[src/rtl/result_streamer.sv]
// result_streamer
// Reads DEPTH result words from the multiplier's result memory and shifts
// each one out MSB-first over a one-bit valid/ready link, then pulses done.
// Optional feature macro: RESULT_STREAMER_PARITY_EN appends one even-parity
// bit (XOR of the loaded word) after the data bits of every word.
// Every output is driven straight from a flop, so there is no combinational
// path from tx_ready or start to any output.
module result_streamer #(
  parameter int DEPTH  = 8,
  parameter int DATA_W = 32,
  parameter int ADDR_W = 3
) (
  input  logic              clk,
  input  logic              rst,
  input  logic              start,
  output logic              mem_rd,
  output logic [ADDR_W-1:0] mem_addr,
  input  logic [DATA_W-1:0] mem_rdata,
  output logic              tx_bit,
  output logic              tx_valid,
  input  logic              tx_ready,
  output logic              tx_last,
  output logic              busy,
  output logic              done
);

`ifdef RESULT_STREAMER_PARITY_EN
  localparam int BITS_W = DATA_W + 1;
`else
  localparam int BITS_W = DATA_W;
`endif

  localparam int                BC_W      = $clog2(DATA_W + 1);
  localparam logic [BC_W-1:0]   LAST_BIT  = BC_W'(BITS_W - 1);
  localparam logic [BC_W-1:0]   BIT_ZERO  = BC_W'(0);
  localparam logic [BC_W-1:0]   BIT_ONE   = BC_W'(1);
  localparam logic [ADDR_W-1:0] LAST_ADDR = ADDR_W'(DEPTH - 1);
  localparam logic [ADDR_W-1:0] ADDR_ZERO = ADDR_W'(0);
  localparam logic [ADDR_W-1:0] ADDR_ONE  = ADDR_W'(1);
  localparam logic [BITS_W-1:0] SH_ZERO   = BITS_W'(0);

  typedef enum logic [2:0] {
    S_IDLE  = 3'd0,
    S_READ  = 3'd1,
    S_WAIT  = 3'd2,
    S_SHIFT = 3'd3,
    S_NEXT  = 3'd4,
    S_DONE  = 3'd5
  } state_t;

  state_t              state_r;
  state_t              state_s;
  logic [ADDR_W-1:0]   addr_r;
  logic [ADDR_W-1:0]   addr_s;
  logic [BC_W-1:0]     bitcnt_r;
  logic [BC_W-1:0]     bitcnt_s;
  logic [BITS_W-1:0]   shreg_r;
  logic [BITS_W-1:0]   shreg_s;

  logic                mem_rd_r;
  logic                tx_bit_r;
  logic                tx_valid_r;
  logic                tx_last_r;
  logic                busy_r;
  logic                done_r;

  logic                mem_rd_s;
  logic                tx_bit_s;
  logic                tx_valid_s;
  logic                tx_last_s;
  logic                busy_s;
  logic                done_s;

`ifdef RESULT_STREAMER_PARITY_EN
  // Even parity over one result word: 1 when the word has an odd number of ones.
  function automatic logic even_parity(input logic [DATA_W-1:0] word);
    even_parity = ^word;
  endfunction
`endif

  // Shift-register image of a freshly read word (data, then parity if enabled).
  function automatic logic [BITS_W-1:0] load_image(input logic [DATA_W-1:0] word);
`ifdef RESULT_STREAMER_PARITY_EN
    load_image = {word, even_parity(word)};
`else
    load_image = word;
`endif
  endfunction

  // FSM state register.
  always_ff @(posedge clk) begin
    if (!rst) begin
      state_r <= S_IDLE;
    end else begin
      state_r <= state_s;
    end
  end

  // Next-state, datapath next values and next output values.
  always_comb begin
    state_s  = state_r;
    addr_s   = addr_r;
    bitcnt_s = bitcnt_r;
    shreg_s  = shreg_r;

    case (state_r)
      S_IDLE: begin
        if (start) begin
          addr_s  = ADDR_ZERO;
          state_s = S_READ;
        end else begin
          state_s = S_IDLE;
        end
      end
      S_READ: begin
        state_s = S_WAIT;
      end
      S_WAIT: begin
        // Read data is valid this cycle; capture it and start a new word.
        shreg_s  = load_image(mem_rdata);
        bitcnt_s = BIT_ZERO;
        state_s  = S_SHIFT;
      end
      S_SHIFT: begin
        // tx_valid is high throughout SHIFT, so tx_ready alone completes a transfer.
        if (tx_ready) begin
          shreg_s = {shreg_r[BITS_W-2:0], 1'b0};
          if (bitcnt_r == LAST_BIT) begin
            bitcnt_s = BIT_ZERO;
            state_s  = S_NEXT;
          end else begin
            bitcnt_s = bitcnt_r + BIT_ONE;
            state_s  = S_SHIFT;
          end
        end else begin
          state_s = S_SHIFT;
        end
      end
      S_NEXT: begin
        if (addr_r == LAST_ADDR) begin
          state_s = S_DONE;
        end else begin
          addr_s  = addr_r + ADDR_ONE;
          state_s = S_READ;
        end
      end
      S_DONE: begin
        state_s = S_IDLE;
      end
      default: begin
        state_s  = S_IDLE;
        addr_s   = ADDR_ZERO;
        bitcnt_s = BIT_ZERO;
        shreg_s  = SH_ZERO;
      end
    endcase

    // Outputs are pre-decoded from the next state so they can be registered
    // and still line up cycle-for-cycle with the state they describe.
    mem_rd_s   = (state_s == S_READ);
    tx_valid_s = (state_s == S_SHIFT);
    tx_bit_s   = (state_s == S_SHIFT) && shreg_s[BITS_W-1];
    tx_last_s  = (state_s == S_SHIFT) && (addr_s == LAST_ADDR) && (bitcnt_s == LAST_BIT);
    busy_s     = (state_s != S_IDLE);
    done_s     = (state_s == S_DONE);
  end

  // Address counter, bit counter and shift register.
  always_ff @(posedge clk) begin
    if (!rst) begin
      addr_r   <= ADDR_ZERO;
      bitcnt_r <= BIT_ZERO;
      shreg_r  <= SH_ZERO;
    end else begin
      addr_r   <= addr_s;
      bitcnt_r <= bitcnt_s;
      shreg_r  <= shreg_s;
    end
  end

  // Output registers.
  always_ff @(posedge clk) begin
    if (!rst) begin
      mem_rd_r   <= 1'b0;
      tx_bit_r   <= 1'b0;
      tx_valid_r <= 1'b0;
      tx_last_r  <= 1'b0;
      busy_r     <= 1'b0;
      done_r     <= 1'b0;
    end else begin
      mem_rd_r   <= mem_rd_s;
      tx_bit_r   <= tx_bit_s;
      tx_valid_r <= tx_valid_s;
      tx_last_r  <= tx_last_s;
      busy_r     <= busy_s;
      done_r     <= done_s;
    end
  end

  assign mem_rd   = mem_rd_r;
  assign mem_addr = addr_r;
  assign tx_bit   = tx_bit_r;
  assign tx_valid = tx_valid_r;
  assign tx_last  = tx_last_r;
  assign busy     = busy_r;
  assign done     = done_r;

endmodule

[config.mk]
export PLATFORM = sky130hd
export DESIGN_NAME = result_streamer
export DESIGN_NICKNAME = d
export VERILOG_FILES = /design/src/rtl/result_streamer.sv
export SDC_FILE = /design/constraint.sdc
export NUM_CORES = 1
export LEC_CHECK = 0
export CAP_MARGIN = 25
export CORE_MARGIN = 2
export CORE_UTILIZATION = 25
export CTS_CLUSTER_SIZE = 16
export DETAILED_ROUTE_END_ITERATION = 8
export SLEW_MARGIN = 5
export SYNTH_ARGS = -nofsm -noshare
export SYNTH_HDL_FRONTEND = slang
export SYNTH_SLANG_ARGS = --single-unit
[constraint.sdc]
create_clock -name clk -period 1.5 [get_ports clk]
set_clock_uncertainty 0.1 [all_clocks]
set_input_delay 0.3 -clock clk [delete_from_list [all_inputs] [get_ports clk]]
set_output_delay 0.3 -clock clk [all_outputs]
set_load 0.02 [all_outputs]
==> impl_metrics.yaml <==
run_status:
  outcome: "finished with violations"
  violations: "negative setup slack"
detailed_routing:
  wire_per_inst_um: 14.3
  ant_nets: 0
  top_layer_used: "met4"
  met3_length_um: 246
  via_count: 2112
  routed_wl_mm: 5.95
  via_per_inst: 5.09
  drt-initial-drc-count: 187
  first_pass_iters: 7
  wl_met2_mm: 2.97
  wl_met1_mm: 2.67
  drc: 0
die:
  core_mm2: 0.00813
  io_pins: 45
  rows: 33
  die_h_um: 95.3
  die-area_mm2: 0.00908
  die_w_um: 95.3
  start_util_pct: 25.6
synthesis:
  synth_edf_count: 0
  synth_cells: 221
  synth_seq_cells: 50
  synth_top_cell_by_area: "dfxtp_1"
  async_flop_share_pct: 0
  synth.area.top_cells: "dfxtp_1, a222oi_1, nor2_1, nand2_1, a21oi_1"
  synth.top_cell.area_share_pct: 48.0
  seq_area_frac_synth_pct: 48.0
  syn_nets: 259
  ys_warn_count: 0
  avgSynthCellArea_um2: 9.43
  synth_cell_types: 43
  syn-cell-area_mm2: 0.00208
  synth_ff_type: "dfxtp_1"
global_routing:
  antenna_found_initial: 0
  grt_overflow: 0
  grt_pass1_vias: 2060
  grt_max_degree: 21
  grt_usage_pct: 13.3
  grt_pass1_wl_mm: 9.71
place:
  io_buffers: 44
  place_congestion: 0.867
  place_area_mm2: 0.00310
  dp_slack_ns: -0.648
  hpwl_mm: 4.20
clocking:
  path_clk_slew_ns: 0.09
  root_buffer: "clkbuf_8"
  cts_tree: "done"
  cts.sinks: 50
  cts_made_buffers: 5
  clkLatencyLatePin_ns: 0.30
  cts_buffer_depth: 2
  htreeDepth: 2
critical_path:
  slowest_delay_ns: 0.38
  cp_slowest_cell: "dfxtp_4"
  end_kind: "register"
  cp_cell_sequence: "buf_4 > buf_4 > nor2b_1 > o21ai_0 > o211ai_1 > o2111a_1 > and4_2"
  startpoint_type: "register"
  cp.arrival_ns: 1.79
  critPathKind: "register to register"
  worstPathMaxFanout: 7
  critical_path_buf_inv_count: 2
  cpMostUsedCell: "buf_4"
  crit_family: "compound AO/OA/AOI/OAI gates"
  crit_required_ns: 1.65
layout:
  post-route-util_pct: 40.9
  n_fill_cell: 806
  final_nets: 348
  diodes: 0
  synthToLayoutAreaGrowth_pct: 59.8
  drive_above_1_share_pct: 32.6
  stdcell_area_mm2: 0.00333
sta:
  setup_violations: 2
  rsz0062_at_grt: "true"
  period_share_pct: 110
  relSlewSlack_pct: 76.1
  slew_viol_final: 0
  final_hold_viol_count: 0
  tightest_slew_ns: 0.359
  fin_ws_ns: -0.144
  max_freq_mhz: 608
  min_period_ns: 1.64
flow_run:
  cap_viol_max_count: 0
power:
  power.leakage_uw: 0.00131
  ir_worst_vdd_mv: 0.363
  p_per_area_mw_per_mm2: 855
  power_uw: 2850
min_path:
  worstHoldPathType: "register to register"
-- cell families after synthesis --
| logic type | after synthesis | share of synthesized area, % |
|---|---|---|
| fa+ha+maj | 2 | 1.20 |
| simple gates | 81 | 18.8 |
| buf+inv | 23 | 5.22 |
| compound gates | 64 | 26.2 |
| flops | 50 | 48.0 |
| mux | 1 | 0.540 |
-- final timing paths --
path | from | to | slack, ns | cells past startpoint
max | state_r[1] | tx_last | -0.14 | 7
max reg2reg | state_r[1] | tx_last | -0.14 | 7
min | bitcnt_r[0] | bitcnt_r[0] | 0.39 | 2
min reg2reg | bitcnt_r[0] | bitcnt_r[0] | 0.39 | 2
-- layout by cell type, fill, tap and decap left out, types with 5 or more instances in the layout --
cell type / synthesis / layout
dfxtp_4: 0 / 5
inv_1: 5 / 5
nand2_1: 10 / 9
dfxtp_1: 50 / 41
a21oi_1: 7 / 6
a222oi_1: 31 / 31
nor2_1: 43 / 38
buf_12: 0 / 7
clkbuf_8: 0 / 5
dlygate4sd2_1: 0 / 7
clkdlybuf4s50_1: 0 / 34
buf_4: 0 / 45
-- cells in the mapped netlist (2+ instances only) --
| library cell | n |
|---|---|
| dfxtp_1 | 50 |
| nor2_1 | 43 |
| a222oi_1 | 31 |
| nand2_1 | 10 |
| clkbuf_1 | 9 |
| a21oi_1 | 7 |
| buf_2 | 6 |
| inv_1 | 5 |
| a22oi_1 | 4 |
| o21ai_0 | 4 |
| a211oi_1 | 3 |
| and2_1 | 3 |
| and3_1 | 3 |
| nand2b_1 | 3 |
| nor2b_1 | 3 |
| nor3_1 | 3 |
| nor4_1 | 3 |
| and4_2 | 2 |
| buf_6 | 2 |
| ha_1 | 2 |
| o21a_1 | 2 |
| o2bb2ai_1 | 2 |
-- stage by stage --
step	TNS [ns]	cells	hold WS [ns]
global placement	-19.73	404	0.354
global route	-1.26	415	0.406
floorplan	-0.0632	221	0.318
CTS	-0.376	411	0.373
detailed placement	-21.04	404	0.359
finish	-0.252	415	0.388
-- layer usage --
metal | track usage, % | up-vias
met2 | 21.8 | 48
met1 | 17.3 | 1027
met4 | 4.47 | 0
li1 | - | 1030
met3 | 3.08 | 7
met5 | 0 | -
-- power by group --
part / internal [uW] / switching (uW)
clock network: 491 / 447
registers: 1380 / 38.1
logic: 280 / 212
-- registers in the layout, summed over array words and instances (netlist names), 3 cells and up --
register and flops:
bitcnt_r 6, state_r 3, shreg_r 32, mem_addr 3
-- layout make-up --
class,instances,area [um2],area share [%]
Multi-Input combinational cell,148,1100,33.1
Sequential cell,50,1020,30.8
Timing Repair Buffer,100,945,28.4
Tap cell,105,131,3.94
Clock buffer,5,68.8,2.07
Clock inverter,2,38.8,1.16
Inverter,5,18.8,0.563
-- worst reg2reg max path: cells and delay by family (launching register included) --
family,cells,cell delay [ns]
compound gates,3,0.48
flops,1,0.38
simple gates,2,0.35
buf+inv,2,0.30
-- repair_timing --
item,4_1_cts,5_1_grt
gates resized for setup,19,25
endpoints found under the setup margin,55,45
setup buffers,0,4
cloned,0,0
hold endpoints to repair,0,0
pin swaps,0,14
hold buffers,0,0
No activity file was read; power rests on OpenSTA's default activity.
